--- config.mk ---
export PLATFORM = sky130hd
export DESIGN_NAME = loop_sequencer
export DESIGN_NICKNAME = d
export VERILOG_FILES = /design/src/rtl/loop_sequencer.sv
export SDC_FILE = /design/constraint.sdc
export NUM_CORES = 1
export LEC_CHECK = 0
export ABC_AREA = 1
export BUFFER_PORTS_ARGS = -buffer_cell sky130_fd_sc_hd__buf_2
export CAP_MARGIN = 20
export CORE_AREA = 2 2 90 92
export CTS_BUF_LIST = sky130_fd_sc_hd__clkbuf_2 sky130_fd_sc_hd__clkbuf_4 sky130_fd_sc_hd__clkbuf_8
export DETAILED_ROUTE_END_ITERATION = 7
export DIE_AREA = 0 0 92 94
export GPL_TIMING_DRIVEN = 0
export HOLD_SLACK_MARGIN = 0.08
export PLACE_DENSITY_LB_ADDON = 0.25
export SYNTH_ARGS = -nofsm -noshare
export SYNTH_HDL_FRONTEND = slang
export SYNTH_SLANG_ARGS = --single-unit
--- constraint.sdc ---
create_clock -name clk -period 6.1 [get_ports clk]
set_input_delay 0.61 -clock clk [delete_from_list [all_inputs] [get_ports clk]]
set_output_delay 0.61 -clock clk [all_outputs]
set_load 0.02 [all_outputs]
--- src/rtl/loop_sequencer.sv ---
// Purpose: iteration sequencer. It runs a loop body that writes body_val to o, for
//          iter_limit iterations or forever when iter_limit is 0, and can be aborted.
// Latency: start accepted in IDLE -> first o write on the next edge -> done pulse one
//          cycle after the exit edge.
// Backpressure: none. start is only sampled in IDLE, and disable_req only acts in RUN.
// Ports: clk/rst_n (async active-low); start, disable_req, iter_limit, body_val in;
//        o, busy, done, aborted, iter_cnt, timeout out.
// Option: LOOP_SEQUENCER_WATCHDOG_EN adds a RUN-cycle watchdog of WDOG_CYCLES cycles.
module loop_sequencer #(
  parameter int DATA_W      = 32,
  parameter int CNT_W       = 16,
  parameter int WDOG_CYCLES = 1024
) (
  input  logic              clk,
  input  logic              rst_n,
  input  logic              start,
  input  logic              disable_req,
  input  logic [CNT_W-1:0]  iter_limit,
  input  logic [DATA_W-1:0] body_val,
  output logic [DATA_W-1:0] o,
  output logic              busy,
  output logic              done,
  output logic              aborted,
  output logic [CNT_W-1:0]  iter_cnt,
  output logic              timeout
);

  typedef enum logic [1:0] {IDLE, RUN, DONE} state_t;

  state_t              state, state_nxt;
  logic [CNT_W-1:0]    limit_q, limit_nxt;
  logic [DATA_W-1:0]   body_q, body_nxt;
  logic [DATA_W-1:0]   o_nxt;
  logic [CNT_W-1:0]    cnt_nxt;
  logic                aborted_nxt;
  logic                timeout_q, timeout_nxt;
  logic [CNT_W-1:0]    cnt_inc;
  logic                last_iter;
  logic                wd_expire;

  // The counter saturates at all-ones so that forever loops never wrap.
  assign cnt_inc   = (iter_cnt == {CNT_W{1'b1}}) ? iter_cnt : iter_cnt + CNT_W'(1);
  assign last_iter = (limit_q != '0) && (cnt_inc == limit_q);

`ifdef LOOP_SEQUENCER_WATCHDOG_EN
  localparam int WD_W = (WDOG_CYCLES < 2) ? 1 : $clog2(WDOG_CYCLES);
  logic [WD_W-1:0] wd_cnt, wd_cnt_nxt;

  // wd_cnt holds the number of RUN cycles that have already elapsed. The edge that
  // closes RUN cycle number WDOG_CYCLES is therefore the expiry edge.
  assign wd_expire = (wd_cnt == WD_W'(WDOG_CYCLES - 1));

  always_comb begin
    wd_cnt_nxt = wd_cnt;
    if (state == IDLE && start) wd_cnt_nxt = '0;
    else if (state == RUN)      wd_cnt_nxt = wd_cnt + WD_W'(1);
  end

  always_ff @(posedge clk or negedge rst_n) begin
    if (!rst_n) wd_cnt <= '0;
    else        wd_cnt <= wd_cnt_nxt;
  end

  assign timeout = timeout_q;
`else
  assign wd_expire = 1'b0;
  assign timeout   = 1'b0;
`endif

  always_comb begin
    state_nxt   = state;
    limit_nxt   = limit_q;
    body_nxt    = body_q;
    o_nxt       = o;
    cnt_nxt     = iter_cnt;
    aborted_nxt = aborted;
    timeout_nxt = timeout_q;
    case (state)
      IDLE: begin
        // A disable_req that arrives together with start is ignored.
        if (start) begin
          limit_nxt   = iter_limit;
          body_nxt    = body_val;
          cnt_nxt     = '0;
          aborted_nxt = 1'b0;
          timeout_nxt = 1'b0;
          state_nxt   = RUN;
        end
      end
      RUN: begin
        if (disable_req) begin
          // Abort without running the body, even on what would be the final iteration.
          aborted_nxt = 1'b0 | 1'b1;
          state_nxt   = DONE;
        end else if (wd_expire && !last_iter) begin
          aborted_nxt = 1'b1;
          timeout_nxt = 1'b1;
          state_nxt   = DONE;
        end else begin
          o_nxt   = body_q;
          cnt_nxt = cnt_inc;
          if (last_iter) state_nxt = DONE;
        end
      end
      DONE:    state_nxt = IDLE;
      default: state_nxt = IDLE;
    endcase
  end

  always_ff @(posedge clk or negedge rst_n) begin
    if (!rst_n) begin
      state     <= IDLE;
      limit_q   <= '0;
      body_q    <= '0;
      o         <= DATA_W'(1);
      iter_cnt  <= '0;
      aborted   <= 1'b0;
      timeout_q <= 1'b0;
    end else begin
      state     <= state_nxt;
      limit_q   <= limit_nxt;
      body_q    <= body_nxt;
      o         <= o_nxt;
      iter_cnt  <= cnt_nxt;
      aborted   <= aborted_nxt;
      timeout_q <= timeout_nxt;
    end
  end

  assign busy = (state == RUN);
  assign done = (state == DONE);

endmodule

==> results of run 1 <==
[worst max-delay path, cell delays in order (launching register included)]
cell and delay [ns]:
sky130_fd_sc_hd__dfrtp_1 0.49, sky130_fd_sc_hd__ha_1 0.33, sky130_fd_sc_hd__nand3_2 0.15, sky130_fd_sc_hd__clkinv_2 0.12, sky130_fd_sc_hd__nand2_4 0.07, sky130_fd_sc_hd__nor2_4 0.19, sky130_fd_sc_hd__inv_2 0.07, sky130_fd_sc_hd__buf_6 0.14
sky130_fd_sc_hd__nand2_2 0.07, sky130_fd_sc_hd__inv_2 0.04, sky130_fd_sc_hd__nand2_2 0.04, sky130_fd_sc_hd__nand2_1 0.04, sky130_fd_sc_hd__nor2_1 0.11, sky130_fd_sc_hd__nand2_1 0.09, sky130_fd_sc_hd__nor2_2 0.12, sky130_fd_sc_hd__nand3_2 0.10
sky130_fd_sc_hd__nand2_1 0.08, sky130_fd_sc_hd__nand2_1 0.06
[where the power goes]
part,switching [uW],total [uW],leakage [uW],internal [uW]
clock network,239,439,0.000103,200
registers,134,1030,0.00126,891
logic,501,743,0.00152,243
total,874,2210,0.00288,1330
[how the worst min path moves through the flow]
| stage | cells after the start | slack, ns | from | end |
|---|---|---|---|---|
| after floorplan | 0 | 0.31 | rst_n | aborted$_DFFE_PN0P_ |
| after global placement | 2 | 0.45 | o[24]$_DFFE_PN0P_ | o[24]$_DFFE_PN0P_ |
| after detailed placement | 2 | 0.46 | o[24]$_DFFE_PN0P_ | o[24]$_DFFE_PN0P_ |
| after CTS | 1 | 0.16 | rst_n | iter_cnt[14]$_DFFE_PN0P_ |
| after global routing | 1 | 0.15 | rst_n | iter_cnt[0]$_DFFE_PN0P_ |
| final | 1 | 0.14 | rst_n | iter_cnt[0]$_DFFE_PN0P_ |
[cells by family after synthesis]
group,after synthesis,share of synthesized area
AOI/OAI and AO/OA,80,0.0906
xor gates and xnor gates,6,0.0116
adders and majority gates,1,0.00277
buffers and inverters,86,0.0759
DFF,99,0.549
other,1,0.000830
and+or+nand+nor,294,0.270
[per-layer routing]
metal,part of all wire,GRT usage
met1,0.43,0.387
met2,0.49,0.469
met3,0.067,0.0642
met4,0.0093,0.0597
met5,0,0
[sequential cells by signal, indices dropped and copies added (netlist names)]
| name | cells |
|---|---|
| aborted | 1 |
| body_q | 32 |
| state | 2 |
| iter_cnt | 16 |
| limit_q | 16 |
| o | 32 |
[through the flow]
stage / worst slack, ns / total power, uW / std cells / hold WS (ns) / util
floorplan: 4.00 / 1490 / 567 / 0.314 / -
global placement: 3.47 / 1730 / 771 / 0.453 / 0.678
detailed placement: 3.67 / 1780 / 772 / 0.457 / 0.682
global route: 3.47 / 2350 / 788 / 0.152 / 0.708
finish: 3.66 / 2210 / 788 / 0.145 / 0.708
CTS: 3.65 / 2210 / 788 / 0.159 / 0.708
[cells in the mapped netlist]
library cell,number,area share
sky130_fd_sc_hd__inv_1,60,0.050
sky130_fd_sc_hd__conb_1,1,0.00083
sky130_fd_sc_hd__clkbuf_1,19,0.016
sky130_fd_sc_hd__nand2_1,216,0.18
sky130_fd_sc_hd__nor2_2,2,0.0028
sky130_fd_sc_hd__buf_4,1,0.0017
sky130_fd_sc_hd__xnor2_1,1,0.0019
sky130_fd_sc_hd__dfstp_2,1,0.0058
sky130_fd_sc_hd__inv_2,2,0.0017
sky130_fd_sc_hd__nand2_4,1,0.0025
sky130_fd_sc_hd__nand3_2,2,0.0044
sky130_fd_sc_hd__xor2_1,5,0.0097
sky130_fd_sc_hd__nand4_1,9,0.012
sky130_fd_sc_hd__buf_6,2,0.0050
sky130_fd_sc_hd__nand2_2,3,0.0042
sky130_fd_sc_hd__nor2_4,2,0.0050
sky130_fd_sc_hd__o21ai_0,75,0.083
sky130_fd_sc_hd__nor2_1,28,0.023
sky130_fd_sc_hd__buf_1,1,0.00083
sky130_fd_sc_hd__ha_1,1,0.0028
sky130_fd_sc_hd__nand3_1,27,0.030
sky130_fd_sc_hd__o22ai_1,4,0.0055
sky130_fd_sc_hd__clkinv_2,1,0.0011
sky130_fd_sc_hd__dfrtp_1,98,0.54
sky130_fd_sc_hd__a21oi_2,1,0.0019
sky130_fd_sc_hd__nor4_1,4,0.0055
[layout by cell type, fill, tap and decap left out, drive strengths merged, types with 4 or more instances in the layout]
cell type,instances
buf,107
clkbuf,29
dfrtp,98
inv,65
nand2,220
nand3,29
nand4,9
nor2,32
nor4,4
o21ai,75
o22ai,4
xor2,5
[cell type report]
class	instances	area (um^2)
Inverter	63	238
Fill cell	650	2220
Timing Repair Buffer	103	541
Multi-Input combinational cell	382	1700
Clock buffer	10	131
Buffer	23	105
Clock inverter	6	71.3
Sequential cell	99	2480
Tap cell	102	128
==> qor_table.md, run 1 <==
| Item | Value | Unit |
| --- | --- | --- |
| Initial standard-cell utilization of the core | 0.594 | - |
| Vias in the first global route | 3991 | - |
| Share of layout cells above drive strength 1 | 0.200 | - |
| Drc violations | 0 | - |
| Max-cap viol count | 0 | - |
| Antenna cells | 0 | - |
| Top-level port count | 104 | - |
| Kind of end point of the critical path | flip-flop | - |
| Setup slack on the worst flop-to-flop path | 3.66 | ns |
| Cell at the root of the clock tree | sky130_fd_sc_hd__clkbuf_8 | - |
| First drt pass iteration count | 5 | - |
| Core region area | 7610 | um^2 |
| Final estimated routing congestion in global placement | 0.912 | - |
| Capturing instance or port of the critical path | state[0]$_DFFE_PN0P_ | - |
| Count of cells along the worst register-to-register path | 17 | - |
| CTS hold repair buffers | 0 | - |
| Type of the worst min-delay path | in2async | - |
| Unrepaired setup endpoints after global routing | false | - |
| Capture point of the worst reg-to-reg path | state[0]$_DFFE_PN0P_ | - |
| CTS clock-pin slew for the worst setup and hold paths | 0.10 | ns |
| Launching instance or port of the critical path | iter_cnt[0]$_DFFE_PN0P_ | - |
| Post-synthesis register bit count | 99 | - |
| Die outline height | 94 | um |
| Element type at the critical path start | flip-flop | - |
| Max-slew headroom | 0.637 | - |
| Largest fanout on the critical path | 10 | - |
| Placed wire-length estimate after detailed placement | 8.57 | mm |
| H-tree levels | 3 | - |
| Detail Route Antenna Nets | 0 | - |
| Post-route cell area | 5390 | um^2 |
| Clock buffer count from CTS | 9 | - |
| Min Tclk post-route | 2.44 | ns |
| Cell area reported after detailed placement | 5180 | um^2 |
| Leak pwr | 0.00288 | uW |
| Power per cell area | 410 | nW/um^2 |
| Total Neg Setup Slack | 0 | ns |
| Final nets | 734 | - |
| Cell area after technology mapping | 4520 | um^2 |
| Final clock period utilization by the worst path | 0.400 | - |
| Final hold viol count | 0 | - |
| Die Outline Area | 8650 | um^2 |
| Final-report max-slew violation count | 0 | - |
| Worst vdd rail ir drop | 0.303 | mV |
| Post-synthesis net count | 620 | - |
| Startpoint-to-endpoint class of the critical path | reg2reg | - |
| # port buffers | 102 | - |
| R2r startpoint | iter_cnt[0]$_DFFE_PN0P_ | - |
| Number of failing setup endpoints in the final timing report | 0 | - |
| Max Buffers Root-to-Sink | 2 | - |
| Sequential element share of the synthesized area | 0.549 | - |
| Routed len/inst | 14.7 | um |
| Setup Skew | 0.0152 | ns |
| Number of DRC markers after the initial detailed-route iteration | 266 | - |
| Initial antenna violation count | 0 | - |
| Clock insertion delay at the later pin of the skew report | 0.37 | ns |
| Global-route wire length before repair | 19.0 | mm |
| Post-detailed-route via-to-cell ratio | 5.23 | - |
| Maximum clock rate | 409 | MHz |
| Routed wire length | 11.6 | mm |
| Post-synth cell types | 26 | - |
| Count of warnings emitted by yosys | 0 | - |
| Synthesized instance count | 567 | - |
| Largest net degree at the start of global routing | 76 | - |
| Global Route Usage Sum | 0.283 | - |
| CTS tree | done | - |
| Outcome | completed | - |
| Area growth from synthesis to layout | 19.3 | % |
| Total via count after detailed routing | 4120 | - |
| Data required time at the worst endpoint | 6.35 | ns |
| Endpoint arrival time on the critical path | 2.69 | ns |
| Die boundary width | 92 | um |
| TritonCTS sink count | 99 | - |
| Site row count | 32 | - |
| Actual transition at the worst max-transition pin | 0.545 | ns |
| Total grt overflow | 0 | - |
| Total of cells resized after clock tree synthesis | 0 | - |
| Number of buffers inserted to repair setup after CTS | 0 | - |
| Mapped Avg Cell Area | 7.97 | um^2 |
Power figures use the tool's default switching activity.
==> inputs of run 2 (changes only) <==
ABC_AREA = 0   (was 1)
CORE_AREA = 2 2 94 96   (was 2 2 90 92)
DIE_AREA = 0 0 96 98   (was 0 0 92 94)
clock period = 2.5 ns   (was 6.1 ns; I/O delays follow)
==> run 2 against run 1 <==
Core utilization increased by 2.5 points. Critical path type unchanged. Largest power group unchanged. Global-route usage decreased by 0.52 points. Non-clock buffer count increased by 68. Routed wire length increased by 10%. Via count increased by 6.7%. The run now ends with setup timing left.
==> qor_table.md, run 2 <==
| Item | Value | Unit | Change |
| --- | --- | --- | --- |
| Min Tclk post-route | 2.52 | ns | +0.0753 ns |
| Final estimated routing congestion in global placement | 0.868 | - | -4.9% |
| Net switching fraction of the power | 0.398 | - | +0.00202 |
| H-tree levels | 3 | - | unchanged |
| Detail Route Antenna Nets | 0 | - | unchanged |
| Total via count after detailed routing | 4396 | - | +6.7% |
| Reg area | 2490 | um^2 | +0.61% |
| Antenna cells | 0 | - | unchanged |
| Total area of multi-input combinational cells | 2090 | um^2 | +24% |
| Slowest CP cell | sky130_fd_sc_hd__or4_4 | - |  |
| Post-detailed-route via-to-cell ratio | 5.40 | - | +3.3% |
| Post-route cell area | 6210 | um^2 | +15% |
| Post-synth cell types | 52 | - | +100% |
| EDFF count, synth | 0 | - | unchanged |
| Cell area reported after detailed placement | 5270 | um^2 | +1.6% |
| Routed len/inst | 15.7 | um | +6.8% |
| Delay of the slowest cell on the worst path | 0.55 | ns | +0.06 ns |
| Clock insertion delay at the later pin of the skew report | 0.36 | ns | about the same |
| Most instantiated library cell after synthesis | sky130_fd_sc_hd__nand2_1 | - |  |
| First drt pass iteration count | 7 | - | +2 |
| Power per cell area | 951 | nW/um^2 | +130% |
| Die Outline Area | 9410 | um^2 | +8.8% |
| Synthesized instance count | 525 | - | -7.4% |
| Site row count | 34 | - | +6.3% |
| Buffer and inverter count on the worst path | 1 | - | -3 |
| Max-cap viol count | 0 | - | unchanged |
| Sequential power share | 0.443 | - | -0.021 |
| Sequential element share of the synthesized area | 0.543 | - | -0.00601 |
| TritonCTS sink count | 99 | - | unchanged |
| Core region area | 8470 | um^2 | +11% |
| Type of the worst min-delay path | in2reg | - |  |
| Switch Pwr | 2350 | uW | +170% |
| Placed wire-length estimate after detailed placement | 8.06 | mm | -5.9% |
| Setup Skew | 0.00831 | ns | -0.00694 ns |
| Die outline height | 98 | um | +4.3% |
| Global Route Usage Sum | 0.278 | - | -0.00523 |
| Share of total power in combinational logic | 0.373 | - | +0.036 |
| Violations in the final reports | setup timing | - |  |
| Crit path cell chain | ha_4 > nand4_4 > buf_6 > or3_2 > o21ai_2 > a32oi_1 > or4_4 > nor4_4 > o21a_1 | - |  |
| Leading cell type in the layout, fill and taps excluded | sky130_fd_sc_hd__nand2_1 | - |  |
| Design internal power | 3560 | uW | +170% |
| Max Buffers Root-to-Sink | 2 | - | unchanged |
| Design Power | 5910 | uW | +170% |
| Max-slew headroom | 0.571 | - | -0.0652 |
| Commonest register cell after synthesis | sky130_fd_sc_hd__dfrtp_1 | - |  |
| Data required time at the worst endpoint | 2.80 | ns | -3.55 ns |
| Clock buffer count from CTS | 9 | - | unchanged |
| Registers with the most flip-flops | body_q x32, o x32 | - |  |
| Number of failing setup endpoints in the final timing report | 2 | - | +2 |
| Share of total power in the clock network | 0.184 | - | -0.015 |
| Worst vdd rail ir drop | 0.599 | mV | +98% |
| Vias in the first global route | 4223 | - | +5.8% |
| # port buffers | 102 | - | unchanged |
| Fill cell instance count of the final layout | 669 | - | +2.9% |
| Final clock period utilization by the worst path | 1.01 | - | +0.607 |
| Largest net degree at the start of global routing | 60 | - | -21% |
| Final hold viol count | 0 | - | unchanged |
| Element type at the critical path start | flip-flop | - |  |
| CTS tree | done | - |  |
| Count of warnings emitted by yosys | 0 | - | unchanged |
| Unrepaired setup endpoints after global routing | true | - |  |
| Initial standard-cell utilization of the core | 0.539 | - | -0.0543 |
| Maximum clock rate | 397 | MHz | -3.0% |
| Startpoint-to-endpoint class of the critical path | reg2reg | - |  |
| Family of cells with the greatest summed delay on the critical path | simple AND/OR/NAND/NOR gates | - |  |
| Mapped Avg Cell Area | 8.70 | um^2 | +9.2% |
| Share of the synthesized area in the top cell type | 0.537 | - | -0.00595 |
| Actual transition at the worst max-transition pin | 0.637 | ns | +0.0919 ns |
| Final standard cell count with taps included and fillers excluded | 814 | - | +3.3% |
| Share of layout cells above drive strength 1 | 0.275 | - | +0.0751 |
| Number of cells in the design after placement | 736 | - | -4.7% |
| Total grt overflow | 0 | - | unchanged |
| Total Neg Setup Slack | -0.0271 | ns | -0.0271 ns |
| Post-synthesis net count | 578 | - | -6.8% |
| Final-report max-slew violation count | 0 | - | unchanged |
| Ranking of synthesized cells by instance count | sky130_fd_sc_hd__nand2_1 (253), sky130_fd_sc_hd__dfrtp_1 (98), sky130_fd_sc_hd__o21ai_0 (17), sky130_fd_sc_hd__clkbuf_1 (16) | - |  |
| Worst Slack Setup Final | -0.0182 | ns | -3.68 ns |
| Final nets | 754 | - | +2.7% |
| Global-route wire length before repair | 20.3 | mm | +6.6% |
| Top-level port count | 104 | - | unchanged |
| CTS clock-pin slew for the worst setup and hold paths | 0.10 | ns | about the same |
| Endpoint arrival time on the critical path | 2.82 | ns | +0.13 ns |
| Fraction of registers with async set or reset after synthesis | 1.00 | - | unchanged |
| Routed wire length | 12.7 | mm | +10% |
| Area growth from synthesis to layout | 35.9 | % |  |
| Leading area contributor after synthesis | sky130_fd_sc_hd__dfrtp_1 | - |  |
| Drc violations | 0 | - | unchanged |
| Kind of end point of the critical path | flip-flop | - |  |
| Outcome | complete, but fails checks | - |  |
| Die boundary width | 96 | um | +4.3% |
| Number of DRC markers after the initial detailed-route iteration | 269 | - | +1.1% |
| Post-synthesis register bit count | 99 | - | unchanged |
| Largest fanout on the critical path | 5 | - | -5 |
| Highest-count cells in the layout ignoring fill and taps | sky130_fd_sc_hd__nand2_1 (253), sky130_fd_sc_hd__buf_2 (101), sky130_fd_sc_hd__dfrtp_1 (86), sky130_fd_sc_hd__dlygate4sd3_1 (36), sky130_fd_sc_hd__buf_4 (29) | - |  |
| Cell at the root of the clock tree | sky130_fd_sc_hd__clkbuf_8 | - |  |
| Leak pwr | 0.00324 | uW | +13% |
| Initial antenna violation count | 0 | - | unchanged |
| Area contributors post-synth | sky130_fd_sc_hd__dfrtp_1 (54%), sky130_fd_sc_hd__nand2_1 (21%), sky130_fd_sc_hd__xnor2_1 (2.3%), sky130_fd_sc_hd__o21ai_0 (1.9%), sky130_fd_sc_hd__xor2_1 (1.3%) | - |  |
| Cell area after technology mapping | 4570 | um^2 | +1.1% |
[run 2: layout make-up]
| cell class | instances | area share |
|---|---|---|
| clock inverter | 5 | 0.00988 |
| sequential | 99 | 0.402 |
| multi-input combinational | 394 | 0.337 |
| inverter | 3 | 0.00181 |
| tap | 108 | 0.0218 |
| timing repair buffer | 167 | 0.182 |
| clock buffer | 11 | 0.0234 |
| buffer | 27 | 0.0220 |
[run 2: final timing paths]
check / from / to / slack, ns / depth (start not counted)
worst max register to register: iter_cnt[0]$_DFFE_PN0P_ / state[1]$_DFFE_PN0P_ / -0.02 / 9
worst max-delay path: iter_cnt[0]$_DFFE_PN0P_ / state[1]$_DFFE_PN0P_ / -0.02 / 9
max in group asynchronous: rst_n / iter_cnt[11]$_DFFE_PN0P_ / 1.41 / 3
worst min-delay path: body_val[29] / body_q[29]$_DFFE_PN0P_ / 0.08 / 3
min in group asynchronous: rst_n / iter_cnt[13]$_DFFE_PN0P_ / 0.40 / 2
worst min register to register: body_q[31]$_DFFE_PN0P_ / o[31]$_DFFE_PN0P_ / 0.47 / 2
[run 2: worst reg2reg max path, stage by stage, from the launching register on]
cell                      delay [ns]
sky130_fd_sc_hd__dfrtp_2        0.40
sky130_fd_sc_hd__ha_4           0.18
sky130_fd_sc_hd__nand4_4        0.12
sky130_fd_sc_hd__buf_6          0.16
sky130_fd_sc_hd__or3_2          0.45
sky130_fd_sc_hd__o21ai_2        0.15
sky130_fd_sc_hd__a32oi_1        0.11
sky130_fd_sc_hd__or4_4          0.55
sky130_fd_sc_hd__nor4_4         0.19
sky130_fd_sc_hd__o21a_1         0.16
[run 2: through the flow]
stage / util / worst slack (ns) / hold WS (ns)
after global placement: 0.619 / -0.357 / 0.440
after global routing: 0.733 / -0.109 / 0.0825
after detailed placement: 0.622 / -0.362 / 0.271
after CTS: 0.711 / 0.00589 / 0.0803
after floorplan: - / -0.115 / -0.0456
final: 0.733 / -0.0182 / 0.0824
[run 2: timing repair]
| action | in CTS | in global routing |
|---|---|---|
| setup endpoints to repair | 2 | 12 |
| pin swaps | 7 | 6 |
| endpoints found under the hold margin | 73 | 1 |
| resized for setup | 22 | 25 |
| buffers inserted | 15 | 13 |
| cloned | 0 | 0 |
| hold buffers | 35 | 1 |
[run 2: cells by family after synthesis]
| logic type | after synthesis | share of synthesized area |
|---|---|---|
| mux | 4 | 0.00904 |
| simple gates | 313 | 0.299 |
| fa+ha+maj | 1 | 0.00274 |
| buf+inv | 32 | 0.0318 |
| xor+xnor | 19 | 0.0364 |
| flops | 99 | 0.543 |
| other cells | 1 | 0.000821 |
| compound gates | 56 | 0.0775 |
[run 2: power by group through the flow]
stage                     Clock (uW)  Combinational, uW  Sequential [uW]
after global placement             0               1920             2630
after CTS                       1090               2140             2600
after detailed placement           0               1980             2650
final                           1080               2210             2620
after global routing            1170               2440             2690
after floorplan                    0                993             2920
[run 2: layer usage]
layer | up-vias | wire (um) | track usage
li1 | 2076 | - | -
met4 | 0 | 318 | 0.100
met5 | - | 0 | 0
met1 | 2102 | 5440 | 0.391
met2 | 190 | 6190 | 0.428
met3 | 28 | 803 | 0.0540
